==> config.mk <==
export PLATFORM = sky130hd
export DESIGN_NAME = memgame_round_ctrl
export DESIGN_NICKNAME = d
export VERILOG_FILES = /design/src/rtl/memgame_pkg.sv /design/src/rtl/memgame_timer.sv /design/src/rtl/memgame_round_ctrl.sv
export SDC_FILE = /design/constraint.sdc
export NUM_CORES = 1
export LEC_CHECK = 0
export CAP_MARGIN = 10
export CORE_ASPECT_RATIO = 1.5
export CORE_MARGIN = 4
export CORE_UTILIZATION = 47
export DETAILED_ROUTE_END_ITERATION = 10
export PLACE_DENSITY = 0.76
export SLEW_MARGIN = 20
export SYNTH_ARGS = -nofsm -noshare
export SYNTH_HDL_FRONTEND = slang
export SYNTH_SLANG_ARGS = --single-unit
==> constraint.sdc <==
create_clock -name clk_i -period 2.3 [get_ports clk_i]
set_input_delay 0.46 -clock clk_i [delete_from_list [all_inputs] [get_ports clk_i]]
set_output_delay 0.46 -clock clk_i [all_outputs]
set_load 0.01 [all_outputs]
==> src/rtl/memgame_pkg.sv <==
// Shared definitions for the memorisation-game round sequencer.
//   state_e      : FSM state encoding (also exported on the debug state output)
//   BCD_BLANK    : digit code that the display renders as blank
//   BCD_MAX      : largest digit the keyboard may enter
//   seq_len()    : sequence length for a given level, clamped to the digit count
package memgame_pkg;

  typedef enum logic [2:0] {
    ST_IDLE  = 3'd0,
    ST_LOAD  = 3'd1,
    ST_SHOW  = 3'd2,
    ST_ENTER = 3'd3,
    ST_CHECK = 3'd4,
    ST_WIN   = 3'd5,
    ST_LOSE  = 3'd6
  } state_e;

  localparam logic [3:0] BCD_BLANK = 4'hF;
  localparam logic [3:0] BCD_MAX   = 4'd9;

  // length = min(min_len + lvl - 1, max_len)
  function automatic int seq_len(input int min_len, input int lvl, input int max_len);
    int l;
    l = min_len + lvl - 1;
    if (l > max_len) l = max_len;
    return l;
  endfunction

endpackage

==> src/rtl/memgame_timer.sv <==
// Loadable down-counter shared by the SHOW phase and the ENTER timeout.
//   clk_i      : clock
//   rst_i      : synchronous active-low reset
//   load_i     : load load_val_i (has priority over counting)
//   load_val_i : value to load
//   en_i       : count down by one per cycle while non-zero
//   done_o     : high during the last counted cycle (count==1 while enabled),
//                so a load of N yields exactly N enabled cycles up to and
//                including the done cycle. A load of 0 never raises done_o.
module memgame_timer
  import memgame_pkg::*;
#(
  parameter int W = 8
) (
  input  logic         clk_i,
  input  logic         rst_i,
  input  logic         load_i,
  input  logic [W-1:0] load_val_i,
  input  logic         en_i,
  output logic         done_o
);

  logic [W-1:0] count_q;

  always_ff @(posedge clk_i) begin
    if (!rst_i) begin
      count_q <= '0;
    end else if (load_i) begin
      count_q <= load_val_i;
    end else if (en_i && (count_q != '0)) begin
      count_q <= count_q - W'(1);
    end
  end

  assign done_o = en_i && (count_q == W'(1));

endmodule

==> src/rtl/memgame_round_ctrl.sv <==
// Multi-level round sequencer for the memorisation game.
// Latches a random BCD sequence, shows it for SHOW_CYCLES clocks, collects
// keyboard digits, compares them and then advances a level, wins, or loses.
//
// Ports:
//   clk_i / rst_i   : clock, synchronous active-low reset
//   start_i         : begin a game (honoured only in IDLE/WIN/LOSE)
//   rand_in_i       : random BCD digits, sampled only in LOAD
//   key_valid_i     : one-cycle key strobe; key_digit_i 0-9 accepted, >9 ignored
//   disp_value_o    : digits to show (digit 0 in [3:0]), unused digits 4'hF
//   disp_len_o      : active sequence length
//   show_active_o   : high during SHOW
//   enter_active_o  : high during ENTER
//   entry_count_o   : digits entered this round
//   level_o         : current level, 1-based
//   score_o         : sum of cleared sequence lengths, saturating
//   lives_left_o    : remaining lives (0 when lives are compiled out)
//   round_pass_o    : one-cycle pulse after a correct entry
//   game_win_o      : held high in WIN
//   game_over_o     : held high in LOSE
//   state_o         : FSM state, for debug/observation
//
// Build option: define MEMGAME_LIVES_EN to give the player MAX_LIVES tries;
// a wrong entry then replays the same sequence until lives run out.
//
// Handshake: key_valid_i is a strobe with no back-pressure; a key is taken on
// the edge where key_valid_i is high, the FSM is in ENTER, the digit is 0-9
// and the sequence is not yet complete. Any other strobe is dropped.
module memgame_round_ctrl
  import memgame_pkg::*;
#(
  parameter int NUM_DIGITS    = 4,
  parameter int MIN_LEN       = 2,
  parameter int MAX_LEVEL     = 6,
  parameter int SHOW_CYCLES   = 100,
  parameter int ENTER_TIMEOUT = 0,
  parameter int MAX_LIVES     = 3
) (
  input  logic                              clk_i,
  input  logic                              rst_i,
  input  logic                              start_i,
  input  logic [NUM_DIGITS*4-1:0]           rand_in_i,
  input  logic                              key_valid_i,
  input  logic [3:0]                        key_digit_i,
  output logic [NUM_DIGITS*4-1:0]           disp_value_o,
  output logic [$clog2(NUM_DIGITS+1)-1:0]   disp_len_o,
  output logic                              show_active_o,
  output logic                              enter_active_o,
  output logic [$clog2(NUM_DIGITS+1)-1:0]   entry_count_o,
  output logic [$clog2(MAX_LEVEL+1)-1:0]    level_o,
  output logic [15:0]                       score_o,
  output logic [$clog2(MAX_LIVES+1)-1:0]    lives_left_o,
  output logic                              round_pass_o,
  output logic                              game_win_o,
  output logic                              game_over_o,
  output logic [2:0]                        state_o
);

  localparam int  DW         = NUM_DIGITS * 4;
  localparam int  CNT_W      = $clog2(NUM_DIGITS + 1);
  localparam int  LVL_W      = $clog2(MAX_LEVEL + 1);
  localparam int  LIVES_W    = $clog2(MAX_LIVES + 1);
  localparam int  TMR_MAX    = (SHOW_CYCLES > ENTER_TIMEOUT) ? SHOW_CYCLES : ENTER_TIMEOUT;
  localparam int  TMR_W      = $clog2(TMR_MAX + 1);
  localparam bit  TIMEOUT_EN = (ENTER_TIMEOUT > 0);
  localparam logic [DW-1:0] ALL_BLANK = {NUM_DIGITS{BCD_BLANK}};

  state_e            state_q;
  logic [DW-1:0]     seq_q;
  logic [DW-1:0]     entry_q;
  logic [CNT_W-1:0]  entry_cnt_q;
  logic [CNT_W-1:0]  len_q;
  logic [LVL_W-1:0]  level_q;
  logic [15:0]       score_q;
  logic              round_pass_q;
  logic              timeout_q;   // entry ended by timeout: forces a mismatch
`ifdef MEMGAME_LIVES_EN
  logic [LIVES_W-1:0] lives_q;
`endif

  logic              key_ok;
  logic [CNT_W-1:0]  entry_cnt_inc;
  logic [DW-1:0]     entry_d;
  logic [CNT_W-1:0]  len_d;
  logic              match;
  logic [16:0]       score_sum;
  logic [15:0]       score_d;
  logic              tmr_load;
  logic [TMR_W-1:0]  tmr_val;
  logic              tmr_en;
  logic              tmr_done;
  logic [DW-1:0]     disp_d;

  assign key_ok = (state_q == ST_ENTER) && key_valid_i &&
                  (key_digit_i <= BCD_MAX) && (entry_cnt_q < len_q);
  assign entry_cnt_inc = entry_cnt_q + CNT_W'(1);
  assign len_d = CNT_W'(seq_len(MIN_LEN, int'(level_q), NUM_DIGITS));
  assign score_sum = {1'b0, score_q} + 17'(len_q);
  assign score_d = score_sum[16] ? 16'hFFFF : score_sum[15:0];

  // Write the incoming key into the slot addressed by the entry counter.
  always_comb begin
    entry_d = entry_q;
    for (int i = 0; i < NUM_DIGITS; i++) begin
      if (CNT_W'(i) == entry_cnt_q) entry_d[i*4 +: 4] = key_digit_i;
    end
  end

  // Only the first len digits take part in the comparison.
  always_comb begin
    match = !timeout_q;
    for (int i = 0; i < NUM_DIGITS; i++) begin
      if ((CNT_W'(i) < len_q) && (entry_q[i*4 +: 4] != seq_q[i*4 +: 4])) match = 1'b0;
    end
  end

  // One timer serves both phases: SHOW and ENTER never overlap.
  always_comb begin
    tmr_load = 1'b0;
    tmr_val  = '0;
    case (state_q)
      ST_LOAD:  begin tmr_load = 1'b1; tmr_val = TMR_W'(SHOW_CYCLES); end
      ST_SHOW:  if (tmr_done) begin tmr_load = 1'b1; tmr_val = TMR_W'(ENTER_TIMEOUT); end
      ST_ENTER: if (key_ok) begin tmr_load = 1'b1; tmr_val = TMR_W'(ENTER_TIMEOUT); end
      // Prepares a replay; every other exit of CHECK reloads in LOAD anyway.
      ST_CHECK: begin tmr_load = 1'b1; tmr_val = TMR_W'(SHOW_CYCLES); end
      default:  ;
    endcase
  end

  assign tmr_en = (state_q == ST_SHOW) || (state_q == ST_ENTER);

  memgame_timer #(.W(TMR_W)) u_timer (
    .clk_i      (clk_i),
    .rst_i      (rst_i),
    .load_i     (tmr_load),
    .load_val_i (tmr_val),
    .en_i       (tmr_en),
    .done_o     (tmr_done)
  );

  always_ff @(posedge clk_i) begin
    if (!rst_i) begin
      state_q      <= ST_IDLE;
      seq_q        <= '0;
      entry_q      <= ALL_BLANK;
      entry_cnt_q  <= '0;
      len_q        <= '0;
      level_q      <= LVL_W'(1);
      score_q      <= '0;
      round_pass_q <= 1'b0;
      timeout_q    <= 1'b0;
`ifdef MEMGAME_LIVES_EN
      lives_q      <= LIVES_W'(MAX_LIVES);
`endif
    end else begin
      round_pass_q <= 1'b0;
      case (state_q)
        ST_IDLE, ST_WIN, ST_LOSE: begin
          if (start_i) begin
            state_q <= ST_LOAD;
            level_q <= LVL_W'(1);
            score_q <= '0;
`ifdef MEMGAME_LIVES_EN
            lives_q <= LIVES_W'(MAX_LIVES);
`endif
          end
        end
        ST_LOAD: begin
          seq_q       <= rand_in_i;
          len_q       <= len_d;
          entry_q     <= ALL_BLANK;
          entry_cnt_q <= '0;
          timeout_q   <= 1'b0;
          state_q     <= ST_SHOW;
        end
        ST_SHOW: begin
          if (tmr_done) state_q <= ST_ENTER;
        end
        ST_ENTER: begin
          // A key in the same cycle as timeout expiry wins.
          if (key_ok) begin
            entry_q     <= entry_d;
            entry_cnt_q <= entry_cnt_inc;
            if (entry_cnt_inc == len_q) state_q <= ST_CHECK;
          end else if (TIMEOUT_EN && tmr_done) begin
            timeout_q <= 1'b1;
            state_q   <= ST_CHECK;
          end
        end
        ST_CHECK: begin
          if (match) begin
            round_pass_q <= 1'b1;
            score_q      <= score_d;
            if (level_q == LVL_W'(MAX_LEVEL)) begin
              state_q <= ST_WIN;
            end else begin
              level_q <= level_q + LVL_W'(1);
              state_q <= ST_LOAD;
            end
          end else begin
`ifdef MEMGAME_LIVES_EN
            lives_q <= lives_q - LIVES_W'(1);
            if (lives_q > LIVES_W'(1)) begin
              // Replay the same sequence; seq_q and len_q are kept.
              entry_q     <= ALL_BLANK;
              entry_cnt_q <= '0;
              timeout_q   <= 1'b0;
              state_q     <= ST_SHOW;
            end else begin
              state_q <= ST_LOSE;
            end
`else
            state_q <= ST_LOSE;
`endif
          end
        end
        default: state_q <= ST_IDLE;
      endcase
    end
  end

  // SHOW displays the sequence, ENTER displays what has been typed so far.
  always_comb begin
    disp_d = ALL_BLANK;
    for (int i = 0; i < NUM_DIGITS; i++) begin
      if ((state_q == ST_SHOW) && (CNT_W'(i) < len_q)) begin
        disp_d[i*4 +: 4] = seq_q[i*4 +: 4];
      end else if ((state_q == ST_ENTER) && (CNT_W'(i) < entry_cnt_q)) begin
        disp_d[i*4 +: 4] = entry_q[i*4 +: 4];
      end
    end
  end

  assign disp_value_o   = disp_d;
  assign disp_len_o     = len_q;
  assign show_active_o  = (state_q == ST_SHOW);
  assign enter_active_o = (state_q == ST_ENTER);
  assign entry_count_o  = entry_cnt_q;
  assign level_o        = level_q;
  assign score_o        = score_q;
  assign round_pass_o   = round_pass_q;
  assign game_win_o     = (state_q == ST_WIN);
  assign game_over_o    = (state_q == ST_LOSE);
  assign state_o        = state_q;
`ifdef MEMGAME_LIVES_EN
  assign lives_left_o   = lives_q;
`else
  assign lives_left_o   = '0;
`endif

endmodule

==> run metrics, run 1 <==
remaining antenna violation count after routing 0; clock root buffer master clkbuf_16; Final Total Pwr 0.00546 W; Worst Path Required 2.51 ns; reg2reg start entry_count_o[1]; most frequent cells in the layout nand2_1, dfxtp_1, buf_4; pwr/cell area approximately 1000 nW/um^2; maximum vdd ir drop 0.524 mV; die height 119 um; first-pass GRT wire length about 19000 um; outcome complete, no violations; Avg Vias per Cell ~5.7; Final Max Slew Viols 0; initial antenna violation count 0; H-tree Lvls 3; CTS Buf Count 9; most common cell after layout, fill and taps aside nand2_1; endpoints failing setup 0; # diodes 0; Final #Nets about 640; Final Cycle Share 0.971; vias in the first global route roughly 4000; total core area around 8000 um^2; aggregate routed wire length about 12000 um; Sinks on Clock Net 68; DRC violations left 0; Die Wd 81.9 um; Static Leak approximately 2.1 nW; internal power about 0.0035 W; synthesized flop and latch total 68; Yosys warning count 0; num ports 75; vias 4023; Worst-path clk slew 0.05 ns; fill count roughly 690; TritonCTS clock tree done; fin util 0.679; Crit Path Class reg2reg; f_max around 0.45 GHz; Detailed Place HPWL around 8600 um; iteration-0 DRC count of the detailed router 193; RSZ-0062 raised after global routing yes; total track usage 0.247; clk_lat worst skew approximately 0.33 ns; maxcap violations 0; CP Capture Type flip-flop; startpoint types flip-flop; Synth Cell Area a little under 4000 um^2; CTS Hold Bufs 0; routed length per placed instance roughly 16 um; largest net degree at the start of global routing 28; Min-Delay Path Class reg2reg; Post-Synthesis Cells 478; asr flop ratio synth 0; Worst EP arrival approximately 2.5 ns; Setup Skew around 0.0047 ns; layout cells sized above 1 0.185; total grt overflow 0; Syn Area/Cell approximately 8.1 um^2; Period minus WS final approximately 2.2 ns; Critical Path Fanout Max 7; GP Congestion a little over 0.9; Switch Pwr 0.00194 W; Clk pwr share 0.286; Core Rows 40; worst hold start seq_q[14]; Sw Share 0.356; Longest Clk Path Bufs 2; Comb pwr share 0.430; critical path startpoint entry_count_o[1]; Starting Density 0.481; endpoints failing hold 0; Netlist cell types 57; DRT Pass-1 Iters 5; dominant synthesized flop cell dfxtp_1; post-synthesis sequential area ratio 0.353; register share of total power 0.284; EDFF count, synth 0; area delta synth->final 41.2%; Port Buffers 72; full die area between 9000 and 10000 um^2
==> per-stage QoR <==
step	area (um^2)	TNS (ns)	cells	hold slack (ns)	setup WS [ns]
floorplan	3860	0	479	0.461	0.0166
global placement	4960	-0.0748	681	0.473	-0.0200
detailed placement	4960	-0.0395	681	0.476	-0.0295
CTS	5380	0	705	0.483	0.0161
global route	5440	-0.0292	709	0.507	-0.0144
finish	5440	0	709	0.482	0.0670
==> what timing repair did <==
action / in CTS / in global routing
setup buffers: 8 / 4
gates resized for setup: 30 / 35
pin swaps: 0 / 7
setup endpoints to repair: 18 / 17
==> registers in the layout (all words and copies together), names as in the netlist <==
register,flops
entry_q,16
state_o,3
entry_count_o,3
level_o,3
seq_q,16
disp_len_o,3
score_o,16
round_pass_o,1
u_timer.count_q,7
==> path summary, 6_finish.rpt <==
path                     end  slack [ns]  cells after the start
setup reg to reg  state_o[1]        0.07                      8
hold reg to reg    seq_q[14]        0.48                      2
hold / removal     seq_q[14]        0.48                      2
setup / recovery  state_o[1]        0.07                      8
==> cells by family (layout without fill, tap and decap cells) <==
logic type | after synthesis | in the layout | share of synthesized area
adders and majority gates | 17 | 17 | 0.0565
muxes | 20 | 20 | 0.0520
other | 1 | 2 | 0.000974
buffers and inverters | 46 | 171 | 0.0500
AOI/OAI and AO/OA | 133 | 133 | 0.224
xor gates and xnor gates | 25 | 25 | 0.0569
and+or+nand+nor | 168 | 168 | 0.207
DFF | 68 | 68 | 0.353
==> critical path: stages (launching register included) <==
cell	delay [ns]
dfxtp_1	0.50
inv_1	0.10
ha_1	0.32
xnor2_1	0.13
a41oi_1	0.24
a211oi_1	0.10
buf_4	0.16
and3_1	0.19
a2111oi_2	0.37
==> area by class of cell <==
class | count | area (um^2) | area share
Clock inverter | 5 | 100 | 0.0184
Tap cell | 105 | 131 | 0.0242
Timing Repair Buffer | 130 | 1140 | 0.210
Sequential cell | 68 | 1370 | 0.252
Inverter | 25 | 98.8 | 0.0182
Clock buffer | 11 | 233 | 0.0428
Multi-Input combinational cell | 365 | 2370 | 0.435
==> metal layers <==
metal	GRT usage	wire length, um	vias up
li1	-	-	1950
met3	0.0454	604	36
met5	0	0	-
met4	0.141	453	0
met2	0.439	6280	151
met1	0.263	4230	1886
==> synthesized netlist by cell type, types with 4 or more instances <==
cell type | number | area [um^2]
a41oi_1 | 4 | 35.0
o21ai_0 | 30 | 150
nand2_1 | 71 | 267
nor2_1 | 30 | 113
ha_1 | 15 | 188
a211oi_1 | 6 | 45.0
nand4_1 | 13 | 81.3
xor2_1 | 5 | 43.8
a21oi_1 | 42 | 210
buf_2 | 6 | 30.0
mux2i_1 | 20 | 200
nor3_1 | 9 | 45.0
o22a_1 | 16 | 140
and3_1 | 5 | 31.3
nand3b_1 | 4 | 30.0
inv_1 | 23 | 86.3
xnor2_1 | 20 | 175
or2_2 | 5 | 31.3
clkbuf_1 | 12 | 45.0
a31oi_1 | 7 | 43.8
dfxtp_1 | 68 | 1360
nand3_1 | 15 | 75.1
o31ai_1 | 5 | 37.5
==> power groups by stage <==
stage,clock [W],combinational [W],sequential [W]
final,0.00156,0.00235,0.00155
after global routing,0.00163,0.00257,0.00157
after CTS,0.00158,0.00229,0.00154
after detailed placement,0,0.00220,0.00157
after global placement,0,0.00214,0.00156
after floorplan,0,0.00134,0.00155
No activity file was read; power rests on OpenSTA's default activity.
==> inputs of run 2 (changes only) <==
- ABC_CLOCK_PERIOD_IN_PS: unset -> 2300
- CORE_MARGIN: 4 -> unset
==> run metrics, run 2 (synthesized netlist as in run 1, its figures left out) <==
outcome complete, no violations (unchanged); crit-path cells nand3b_1 -> clkinv_2 -> o21ai_2 -> o22a_1 -> clkdlybuf4s50_1 (was inv_1 -> ha_1 -> xnor2_1 -> a41oi_1 -> a211oi_1 -> buf_4 -> and3_1 -> a2111oi_2); DRC violations left 0 (unchanged); die height 113 um (was 119 um); final worst slack 0.0640 ns (was 0.0670 ns); clock root buffer master clkbuf_16 (unchanged); Period minus WS final 2.24 ns (was 2.23 ns); Crit Path Class reg2out (was reg2reg); most frequent cells in the layout nand2_1, dfxtp_1, clkdlybuf4s50_1 (was nand2_1, dfxtp_1, buf_4); initial antenna violation count 0 (unchanged); vias 3979 (was 4023); Finished Cell Area 5380 um^2 (was 5440 um^2); full die area 8570 um^2 (was 9740 um^2); Sinks on Clock Net 68 (unchanged); total core area 7960 um^2 (was 8010 um^2); clk_lat worst skew 0.34 ns (was 0.33 ns); Buf+Inv Stages, Crit Path 2 (unchanged); Final Cycle Share 0.972 (was 0.971); Setup Skew 0.00721 ns (was 0.00471 ns); routed length per placed instance 15.5 um (was 16.3 um); iteration-0 DRC count of the detailed router 203 (was 193); first-pass GRT wire length 18200 um (was 18700 um); endpoints failing setup 0 (unchanged); CTS Hold Bufs 0 (unchanged); TritonCTS clock tree done (unchanged); pwr/cell area 992 nW/um^2 (was 1000 nW/um^2); hold slack 0.482 ns (about the same); Worst-path clk slew 0.06 ns (was 0.05 ns); f_max 0.447 GHz (was 0.448 GHz); Final Max Slew Viols 0 (unchanged); Final #Nets 631 (was 639); maxcap violations 0 (unchanged); layout cells sized above 1 0.171 (was 0.185); Starting Density 0.484 (was 0.481); GP Congestion 0.922 (was 0.905); Final Total Pwr 0.00533 W (was 0.00546 W); aggregate routed wire length 10800 um (was 11600 um); area delta synth->final 39.6% (was 41.2%); Setup WS pre-CTS -0.0301 ns (was -0.0295 ns); num ports 75 (unchanged); CP top delay family buffers and inverters (was compound AO/OA/AOI/OAI gates); Critical Path Fanout Max 5 (was 7); CP max-delay cell clkdlybuf4s50_1 (was dfxtp_1); Die Wd 75.9 um (was 81.9 um); # diodes 0 (unchanged); RSZ-0062 raised after global routing no (was yes); startpoint types flip-flop (unchanged); Longest Clk Path Bufs 2 (unchanged); Port Buffers 72 (unchanged); vias in the first global route 3904 (was 4090); Detailed Place HPWL 8110 um (was 8620 um); Static Leak 2.02 nW (was 2.07 nW); maximum vdd ir drop 0.605 mV (was 0.524 mV); H-tree Lvls 3 (unchanged); DRT Pass-1 Iters 5 (unchanged); CP max stage delay 0.53 ns (was 0.50 ns); most common cell after layout, fill and taps aside nand2_1 (unchanged); endpoints failing hold 0 (unchanged); total track usage 0.266 (was 0.247); Worst EP arrival 1.78 ns (was 2.45 ns); CP Capture Type output pin (was flip-flop); remaining antenna violation count after routing 0 (unchanged); Min-Delay Path Class reg2reg (unchanged); Cell Area, Placed 4940 um^2 (was 4960 um^2); CTS Buf Count 9 (unchanged); Core Rows 40 (unchanged); Worst Path Required 1.84 ns (was 2.51 ns); total grt overflow 0 (unchanged); Avg Vias per Cell 5.68 (was 5.67); fin util 0.675 (was 0.679); largest net degree at the start of global routing 28 (unchanged)
==> run 2: path summary, 6_finish.rpt <==
kind                                    start  slack [ns]  cells past startpoint         endpoint
worst min-delay path                 seq_q[6]        0.48                      2         seq_q[6]
worst max register to register  disp_len_o[1]        0.13                     11      entry_q[13]
worst min register to register       seq_q[6]        0.48                      2         seq_q[6]
worst max-delay path               state_o[1]        0.06                      5  disp_value_o[6]
==> run 2: area by class of cell <==
cell class	instances	area (um^2)
fill	636	2580
multi-input combinational	365	2370
sequential	68	1380
timing repair buffer	122	1090
clock buffer	12	256
tap	105	131
inverter	25	96.3
clock inverter	4	47.5
==> run 2: worst min-delay path, cell delays in order, from the launching register on <==
cell and delay, ns:
dfxtp_1 0.32, nand2_1 0.06, a21oi_1 0.05
==> run 2: stage by stage <==
step	setup TNS [ns]	std cells
after CTS	0	699
after floorplan	0	479
final	0	701
after global routing	0	701
after global placement	0	679
after detailed placement	-0.0301	679
==> run 2: power breakdown <==
part / switching, W / total [W] / internal, W
clock: 0.000508 / 0.00140 / 0.000894
combinational: 0.00124 / 0.00237 / 0.00113
sequential: 0.000203 / 0.00156 / 0.00136
total: 0.00195 / 0.00533 / 0.00339
==> run 2: timing repair <==
item	4_1_cts	5_1_grt
pin swaps	0	3
cloned	0	0
gates resized for setup	30	22
setup endpoints to repair	16	20
buffers inserted	4	2
==> run 2: routing by layer <==
metal  global-route usage  wire length (um)  vias to the layer above
met5                    0                 0                        -
met4                0.136               408                        0
met3               0.0452               443                       35
met2                0.503              5730                      144
met1                0.280              4250                     1862
li1                     -                 -                     1938
